==> src/rtl/grid_pkg.sv <==
// Shared types and constants for the LED-matrix grid scanner.
package grid_pkg;

    localparam int unsigned GRID_ROWS = 8;
    localparam int unsigned GRID_COLS = 8;

    typedef logic [GRID_ROWS*GRID_COLS-1:0] grid_t;

    typedef enum logic [1:0] {
        IDLE  = 2'd0,
        BLANK = 2'd1,
        DRIVE = 2'd2
    } scan_state_t;

endpackage

==> src/rtl/scan_timer.sv <==
// Loadable down-counter; done is high while the count sits at zero.
module scan_timer
    import grid_pkg::*;
#(
    parameter int unsigned W = 8
) (
    input  logic         clk,
    input  logic         rst,
    input  logic         start_i,
    input  logic         clr_i,
    input  logic [W-1:0] load_i,
    output logic         done_o
);

    logic [W-1:0] cnt_q, cnt_d;
    logic         done_q, done_d;

    // done is precomputed so it is valid in the same cycle the count reaches zero
    always_comb begin
        cnt_d  = cnt_q;
        done_d = done_q;
        if (clr_i) begin
            cnt_d  = '0;
            done_d = 1'b0;
        end else if (start_i) begin
            cnt_d  = load_i;
            done_d = (load_i == '0);
        end else if (cnt_q != '0) begin
            cnt_d  = cnt_q - W'(1);
            done_d = (cnt_q == W'(1));
        end
    end

    always_ff @(posedge clk or posedge rst) begin
        if (rst) begin
            cnt_q  <= '0;
            done_q <= 1'b0;
        end else begin
            cnt_q  <= cnt_d;
            done_q <= done_d;
        end
    end

    assign done_o = done_q;

endmodule

==> src/rtl/grid_row_scanner.sv <==
// Snapshots the engine grid at frame boundaries and scans it onto an LED matrix row by row.
// Define GRID_SCAN_ACTIVE_LOW_EN for an inverted (common-anode) row/column drive.
module grid_row_scanner
    import grid_pkg::*;
#(
    parameter int unsigned ROWS  = GRID_ROWS,
    parameter int unsigned COLS  = GRID_COLS,
    parameter int unsigned DWELL = 1000,
    parameter int unsigned BLANK = 2
) (
    input  logic                 clk,
    input  logic                 reset,
    input  logic                 enable,
    input  logic [ROWS*COLS-1:0] grid,
    input  logic                 grid_valid,
    output logic                 grid_ack,
    output logic [ROWS-1:0]      row_sel,
    output logic [COLS-1:0]      col_data,
    output logic                 frame_start
);

    localparam int unsigned GW   = ROWS * COLS;
    localparam int unsigned RW   = (ROWS > 1) ? $clog2(ROWS) : 1;
    localparam int unsigned TMAX = (DWELL > BLANK) ? DWELL : BLANK;
    localparam int unsigned TW   = $clog2(TMAX) + 1;

`ifdef GRID_SCAN_ACTIVE_LOW_EN
    localparam logic POL = 1'b1;
`else
    localparam logic POL = 1'b0;
`endif
    localparam logic [ROWS-1:0] ROW_OFF = {ROWS{POL}};
    localparam logic [COLS-1:0] COL_OFF = {COLS{POL}};

    scan_state_t       state_q, state_d;
    logic [RW-1:0]     row_q, row_d;
    logic [GW-1:0]     stage_q, stage_d;
    logic [GW-1:0]     buf_q, buf_d;
    logic              pend_q, pend_d;
    logic              ack_q, ack_d;
    logic              fs_q, fs_d;
    logic [ROWS-1:0]   row_sel_q, row_sel_d;
    logic [COLS-1:0]   col_q, col_d;

    logic              boundary_c;
    logic              tmr_start_c;
    logic              tmr_clr_c;
    logic [TW-1:0]     tmr_load_c;
    logic              tmr_done;

    scan_timer #(.W(TW)) u_timer (
        .clk     (clk),
        .rst     (reset),
        .start_i (tmr_start_c),
        .clr_i   (tmr_clr_c),
        .load_i  (tmr_load_c),
        .done_o  (tmr_done)
    );

    // Next-state, buffer handoff and output computation
    always_comb begin
        state_d     = state_q;
        row_d       = row_q;
        stage_d     = stage_q;
        buf_d       = buf_q;
        pend_d      = pend_q;
        ack_d       = 1'b0;
        fs_d        = 1'b0;
        boundary_c  = 1'b0;
        tmr_start_c = 1'b0;
        tmr_clr_c   = 1'b0;
        tmr_load_c  = '0;

        if (grid_valid) begin
            stage_d = grid;
            pend_d  = 1'b1;
        end

        if (!enable) begin
            state_d   = grid_pkg::IDLE;
            row_d     = '0;
            tmr_clr_c = 1'b1;
        end else begin
            case (state_q)
                grid_pkg::IDLE: begin
                    state_d     = grid_pkg::BLANK;
                    row_d       = '0;
                    boundary_c  = 1'b1;
                    tmr_start_c = 1'b1;
                    tmr_load_c  = TW'(BLANK - 1);
                end
                grid_pkg::BLANK: begin
                    if (tmr_done) begin
                        state_d     = grid_pkg::DRIVE;
                        tmr_start_c = 1'b1;
                        tmr_load_c  = TW'(DWELL - 1);
                    end
                end
                grid_pkg::DRIVE: begin
                    if (tmr_done) begin
                        state_d     = grid_pkg::BLANK;
                        tmr_start_c = 1'b1;
                        tmr_load_c  = TW'(BLANK - 1);
                        if (row_q == RW'(ROWS - 1)) begin
                            row_d      = '0;
                            boundary_c = 1'b1;
                        end else begin
                            row_d = row_q + RW'(1);
                        end
                    end
                end
                default: begin
                    state_d = grid_pkg::IDLE;
                    row_d   = '0;
                end
            endcase
        end

        // A strobe on the boundary cycle itself bypasses staging
        if (boundary_c) begin
            fs_d = 1'b1;
            if (grid_valid) begin
                buf_d  = grid;
                pend_d = 1'b0;
                ack_d  = 1'b1;
            end else if (pend_q) begin
                buf_d  = stage_q;
                pend_d = 1'b0;
                ack_d  = 1'b1;
            end
        end

        if (state_d == grid_pkg::DRIVE) begin
            row_sel_d = ROW_OFF ^ (ROWS'(1) << row_d);
            col_d     = COL_OFF ^ buf_d[int'(row_d)*COLS +: COLS];
        end else begin
            row_sel_d = ROW_OFF;
            col_d     = COL_OFF;
        end
    end

    always_ff @(posedge clk or posedge reset) begin
        if (reset) begin
            state_q   <= grid_pkg::IDLE;
            row_q     <= '0;
            stage_q   <= '0;
            buf_q     <= '0;
            pend_q    <= 1'b0;
            ack_q     <= 1'b0;
            fs_q      <= 1'b0;
            row_sel_q <= ROW_OFF;
            col_q     <= COL_OFF;
        end else begin
            state_q   <= state_d;
            row_q     <= row_d;
            stage_q   <= stage_d;
            buf_q     <= buf_d;
            pend_q    <= pend_d;
            ack_q     <= ack_d;
            fs_q      <= fs_d;
            row_sel_q <= row_sel_d;
            col_q     <= col_d;
        end
    end

    assign grid_ack    = ack_q;
    assign frame_start = fs_q;
    assign row_sel     = row_sel_q;
    assign col_data    = col_q;

endmodule

==> config.mk <==
export PLATFORM = sky130hd
export DESIGN_NAME = grid_row_scanner
export DESIGN_NICKNAME = d
export VERILOG_FILES = /design/src/rtl/grid_pkg.sv /design/src/rtl/scan_timer.sv /design/src/rtl/grid_row_scanner.sv
export SDC_FILE = /design/constraint.sdc
export NUM_CORES = 1
export LEC_CHECK = 0
export CAP_MARGIN = 20
export CORE_MARGIN = 5
export CORE_UTILIZATION = 50
export CTS_CLUSTER_SIZE = 28
export DETAILED_ROUTE_END_ITERATION = 8
export PLACE_DENSITY = 0.73
export SETUP_SLACK_MARGIN = 0.02
export SLEW_MARGIN = 5
export SYNTH_ARGS = -nofsm -noshare
export SYNTH_HDL_FRONTEND = slang
export SYNTH_SLANG_ARGS = --single-unit
==> constraint.sdc <==
create_clock -name clk -period 7.7 [get_ports clk]
set_input_delay 1.54 -clock clk [delete_from_list [all_inputs] [get_ports clk]]
set_output_delay 1.54 -clock clk [all_outputs]
set_load 0.05 [all_outputs]
# Word-level counts from Yosys, hierarchy flattened

Cells that the tools add are included.

Add/subtract/negate cells: 2
Mux-type cells: 38
Reductions and logical operators: 4
Shift operators: 2
Equal/unequal tests: 6

Operator list:

| cell                  | count |
|---|---|
| $mux 64               | 3 |
| $shiftx 64x7->8       | 1 |
| $mux 11               | 3 |
| $pmux 10 s3           | 1 |
| $mux 10               | 2 |
| $mux 1                | 17 |
| $mux 8                | 2 |
| $eq 11x1->1 const B   | 1 |
| $logic_not 11->1      | 1 |
| $reduce_bool 11->1    | 1 |
| $sub 11x1->11 const B | 1 |
| $mux 3                | 3 |
| $shl 1x3->8 const A   | 1 |
| $mux 2                | 3 |
| $pmux 2 s3            | 1 |
| $pmux 3 s2            | 1 |
| $eq 2x2->1 const B    | 2 |
| $pmux 1 s2            | 2 |
| $add 3x1->3 const B   | 1 |
| $eq 3x3->1 const B    | 1 |
| $ne 3x1->1 const B    | 1 |
| $eq 2x1->1 const B    | 1 |
| $logic_not 2->1       | 1 |
| $reduce_or 2->1       | 1 |

Input port bits: 68
Bits in registers: 164

# Depth between registers and ports, before layout

Depth in word-level cells: 8
Depth in mapped cells: 11

# Hierarchy

From an unflattened synthesis, not the netlist that was laid out.

Cell total of the unflattened synthesis: 560
Area total of the unflattened synthesis: 7184.4 um2

By module, submodules not included:

| module           | cells an instance | times used | area an instance (um2) | sequential area each (um2) |
|---|---|---|---|---|
| grid_row_scanner | 483               | 1          | 6438.7                 | 3803.6 |
| scan_timer       | 77                | 1          | 745.7                  | 300.3 |

# Worst setup path after synthesis

OpenSTA, ideal clock, no wires.

Path type: input to register
Start point: input grid_valid
End point: register col_q[0], in the netlist col_data[0]
Library setup time: 0.130 ns
Buffers on the path: 2
Data arrival time: 2.883 ns
Stages on the path: 7
Setup slack: 4.687 ns
Cell sequence: buf_4 > buf_2 > mux2_2 > a32o_1 > o221a_2 > o221ai_1 > o31ai_1

Cells in the longest elaborated chain, start to end: 4

RTL lines:

| element              | RTL line                | RTL |
|---|---|---|
| from (decl)          | grid_row_scanner.sv:15  | `input logic grid_valid,` |
| $mux 64              | grid_row_scanner.sv:122 | `if (grid_valid) begin` |
| $mux 64              | grid_row_scanner.sv:120 | `if (boundary_c) begin` |
| via buf_d[32]        | grid_row_scanner.sv:38  | `logic [GW-1:0] buf_q, buf_d;` |
| $shiftx 64x7->8      | grid_row_scanner.sv:135 | `col_d = COL_OFF ^ buf_d[int'(row_d)*COLS +: COLS];` |
| $mux 8               | grid_row_scanner.sv:133 | `if (state_d == grid_pkg::DRIVE) begin` |
| via col_d[0]         | grid_row_scanner.sv:43  | `logic [COLS-1:0] col_q, col_d;` |
| to (signal assigned) | grid_row_scanner.sv:162 | `col_q <= col_d;` |
| to (decl)            | grid_row_scanner.sv:43  |  |

The timed path passes the listed nets, and every way through them passes these cells.
A chain may end at the register's enable or synchronous reset.

# Worst setup path in the final report

Start point: input enable
End point: register col_q[6], in the netlist col_data[6]

Cells in the longest elaborated chain, start to end: 4

RTL lines:

| element         | RTL line                | RTL |
|---|---|---|
| from (decl)     | grid_row_scanner.sv:13  | `input logic enable,` |
| $mux 1          | grid_row_scanner.sv:79  | `if (!enable) begin` |
| $mux 64         | grid_row_scanner.sv:120 |  |
| via buf_d[6]    | grid_row_scanner.sv:38  |  |
| $shiftx 64x7->8 | grid_row_scanner.sv:135 |  |
| $mux 8          | grid_row_scanner.sv:133 |  |
| via col_d[6]    | grid_row_scanner.sv:43  |  |

The timed path passes the listed nets, and every way through them passes these cells.

==> impl_metrics.py <==
metrics = {
    "place": {
        "port-buffer-count": 85,
        "hpwl_um": 11500,
        "place_area_um2": 8060,
        "place_inst": 847,
        "place_congestion": 0.826,
    },
    "synthesis": {
        "ys_warn_count": 0,
        "synthCells": 618,
        "async_flop_share_pct": 100,
        "ys_seq_elements": 164,
        "synth_edf_count": 0,
        "synth.distinct_cells": 61,
        "mappedNetlistNets": 695,
        "syn_area_per_cell_um2": 11.6,
        "ys_seq_area_share_pct": 57.2,
        "synth_area_um2": 7180,
        "ys.flop_type": "dfrtp_1",
    },
    "worst_setup_path": {
        "reg2reg_setup_slack_ns": 4.48,
        "crit_required_ns": 8.00,
        "cpMaxStageDelayCell": "clkdlybuf4s50_1",
        "crit_type": "in2reg",
        "crit_arrival_ns": 4.41,
        "critPathMaxStageDelay_ns": 0.77,
        "cp_num_buf_inv": 2,
        "end_kind": "register",
        "start_kind": "input port",
        "crit_chain": "clkdlybuf4s50_1, o21a_1, nand2_2, inv_2, mux2_2, or2_2, o221ai_1, o22ai_1",
        "path_max_fanout": 32,
        "critPathTopFamily": "buffers and inverters",
    },
    "power": {
        "finalPower_mw": 2.43,
        "p_per_area_nw_per_um2": 280,
        "max-vdd-ir-drop_uv": 170,
        "p_leak_nw": 3.78,
        "pwr-share-comb_pct": 19.2,
        "p_clk_share_pct": 36.3,
        "p_int_mw": 1.77,
        "p_sw_mw": 0.659,
        "netSwitchingFraction_pct": 27.1,
        "sequentialPowerShare_pct": 44.6,
    },
    "floorplanning": {
        "ios": 86,
        "die_x_um": 130,
        "start_util_pct": 51.3,
        "dieHeight_um": 130,
        "dieArea_um2": 16900,
        "row_count": 43,
        "core-area_um2": 14000,
    },
    "sta": {
        "finalCritPeriodShare_pct": 53.4,
        "rsz0062_at_grt": "no",
        "relSlewSlack_pct": 27.4,
        "final-setup-viol-count": 0,
        "finalHoldViolCount": 0,
        "clock_skew_ns": 0.0109,
        "drv_slew": 0,
        "tightestPinTransition_ns": 1.09,
        "period_minus_slack_ns": 4.11,
        "fmax_mhz": 243,
        "tns_ns": 0,
        "hold-worst-slack_ns": 0.481,
    },
    "grt": {
        "grt.met1_usage_pct": 30.6,
        "grt_pass1_wl_um": 28500,
        "grt_pass1_vias": 5428,
        "track_usage_pct": 21.9,
        "grt.overflow.total": 0,
        "use_met3_pct": 7.25,
        "busiest_layer": "met2",
        "grt_max_degree": 102,
        "grtUsageMet2_pct": 33.2,
        "antenna_found_initial": 0,
    },
    "detailed_routing": {
        "vias_per_cell": 5.99,
        "dr.pass1.iters": 5,
        "ant_nets": 0,
        "routed_wl_um": 17400,
        "drtIter0Drc": 498,
        "detail_route.wl_per_cell_um": 19.8,
        "vias": 5250,
        "drc_errors": 0,
    },
    "cts": {
        "cts_buffers": 17,
        "clock-sinks": 164,
        "cts-root-buf": "clkbuf_16",
        "htreeDepth": 4,
        "cts.repair.resized": 0,
        "cts_tree": "yes",
        "clock_latency_ns": 0.43,
        "cts_hold_buf": 0,
        "clk_path_buf_depth": 2,
        "path_clk_slew_ns": 0.06,
        "post-cts-setup-buffers": 0,
    },
    "finish": {
        "final_common_cell": "dfrtp_1",
        "fin_cells": 877,
        "nNetsFinal": 763,
        "area_delta_synth_final_pct": 20.7,
        "fin_area_um2": 8660,
        "n_antenna_cell": 0,
        "drive_above_1_share_pct": 16.5,
        "final_cell_mix": "dfrtp_1 (164), nand2_1 (87), clkdlybuf4s50_1 (84)",
    },
    "status": {
        "status": "finished clean",
    },
    "worst_hold_path": {
        "worstHoldPathType": "reg2reg",
    },
    "job": {
        "drv_cap": 0,
    },
}
==> sequential cells by signal, indices dropped and copies added, names as in the netlist <==
name            cells
u_timer.done_o      1
u_timer.cnt_q      11
state_q             2
col_data            8
row_sel             8
row_q               3
grid_ack            1
stage_q            64
frame_start         1
buf_q              64
pend_q              1
==> power by group through the flow <==
stage / Combinational (mW) / Sequential [mW] / Clock (mW)
2_1_floorplan: 0.339 / 1.08 / 0
4_1_cts: 0.466 / 1.08 / 0.889
5_1_grt: 0.517 / 1.10 / 0.927
3_3_place_gp: 0.445 / 1.08 / 0
6_report: 0.465 / 1.08 / 0.881
3_5_place_dp: 0.461 / 1.09 / 0
==> layer usage <==
layer  part of all wire [%]  vias up
met5                      0        -
met4                    1.2        0
met3                    8.1       23
met2                     47      212
met1                     44     2650
li1                       -     2365
==> worst paths after layout <==
path                                           endpoint  cells past startpoint            startpoint
worst max-delay path              col_data[6]$_DFF_PP0_                      8                enable
worst min-delay path                buf_q[14]$_DFF_PP0_                      2   buf_q[14]$_DFF_PP0_
worst max register to register    col_data[6]$_DFF_PP0_                      9  state_q[0]$_DFF_PP0_
worst min register to register      buf_q[14]$_DFF_PP0_                      2   buf_q[14]$_DFF_PP0_
max in group asynchronous          row_sel[4]$_DFF_PP0_                      3                 reset
min in group asynchronous       stage_q[23]$_DFFE_PP0P_                      2                 reset
==> cells by family after synthesis <==
kind of cell,after synthesis,synth area share [%]
and+or+nand+nor,156,9.90
adders and majority gates,9,1.57
muxes,68,10.6
xor gates and xnor gates,8,0.976
DFF,164,57.2
AOI/OAI and AO/OA,150,15.4
buffers and inverters,63,4.37
==> through the flow <==
step	worst slack, ns	util (%)
floorplan	1.73	-
global placement	3.26	57.6
detailed placement	3.18	57.6
CTS	3.62	61.9
global route	3.43	61.9
finish	3.59	61.9
==> cell usage after synthesis, types with 4 or more instances <==
master    count  share of area (%)
dfrtp_1     164                 57
nand2_1      87                4.5
mux2_2       62                9.7
nor2_1       33                1.7
o22ai_1      32                2.8
a21oi_1      22                1.5
inv_1        22                1.2
buf_2        17                1.2
o21ai_0      13               0.91
o221ai_1     13                1.6
buf_4         9               0.94
ha_1          9                1.6
nor3_1        9               0.63
a21o_1        8               0.84
a32oi_1       8               0.98
clkbuf_1      8               0.42
o211ai_1      8               0.84
a32o_1        7               0.98
o31ai_1       7               0.73
xnor2_1       6               0.73
mux2i_1       5               0.70
a211oi_1      4               0.42
a221oi_1      4               0.49
nand3_1       4               0.28
o221a_2       4               0.63
o22a_1        4               0.49
==> worst min-delay path, cell delays in order (launching register included) <==
cell     delay [ns]
dfrtp_1        0.32
nand2_1        0.05
nand2_1        0.08
==> cell type report <==
class                           count  area, µm²
Timing Repair Buffer               88        871
Inverter                           24       95.1
Clock inverter                      8        153
Multi-Input combinational cell    391       2760
Tap cell                          180        225
Clock buffer                       22        454
Fill cell                        1084       5330
Sequential cell                   164       4100
(Power assumes the default switching activity.)
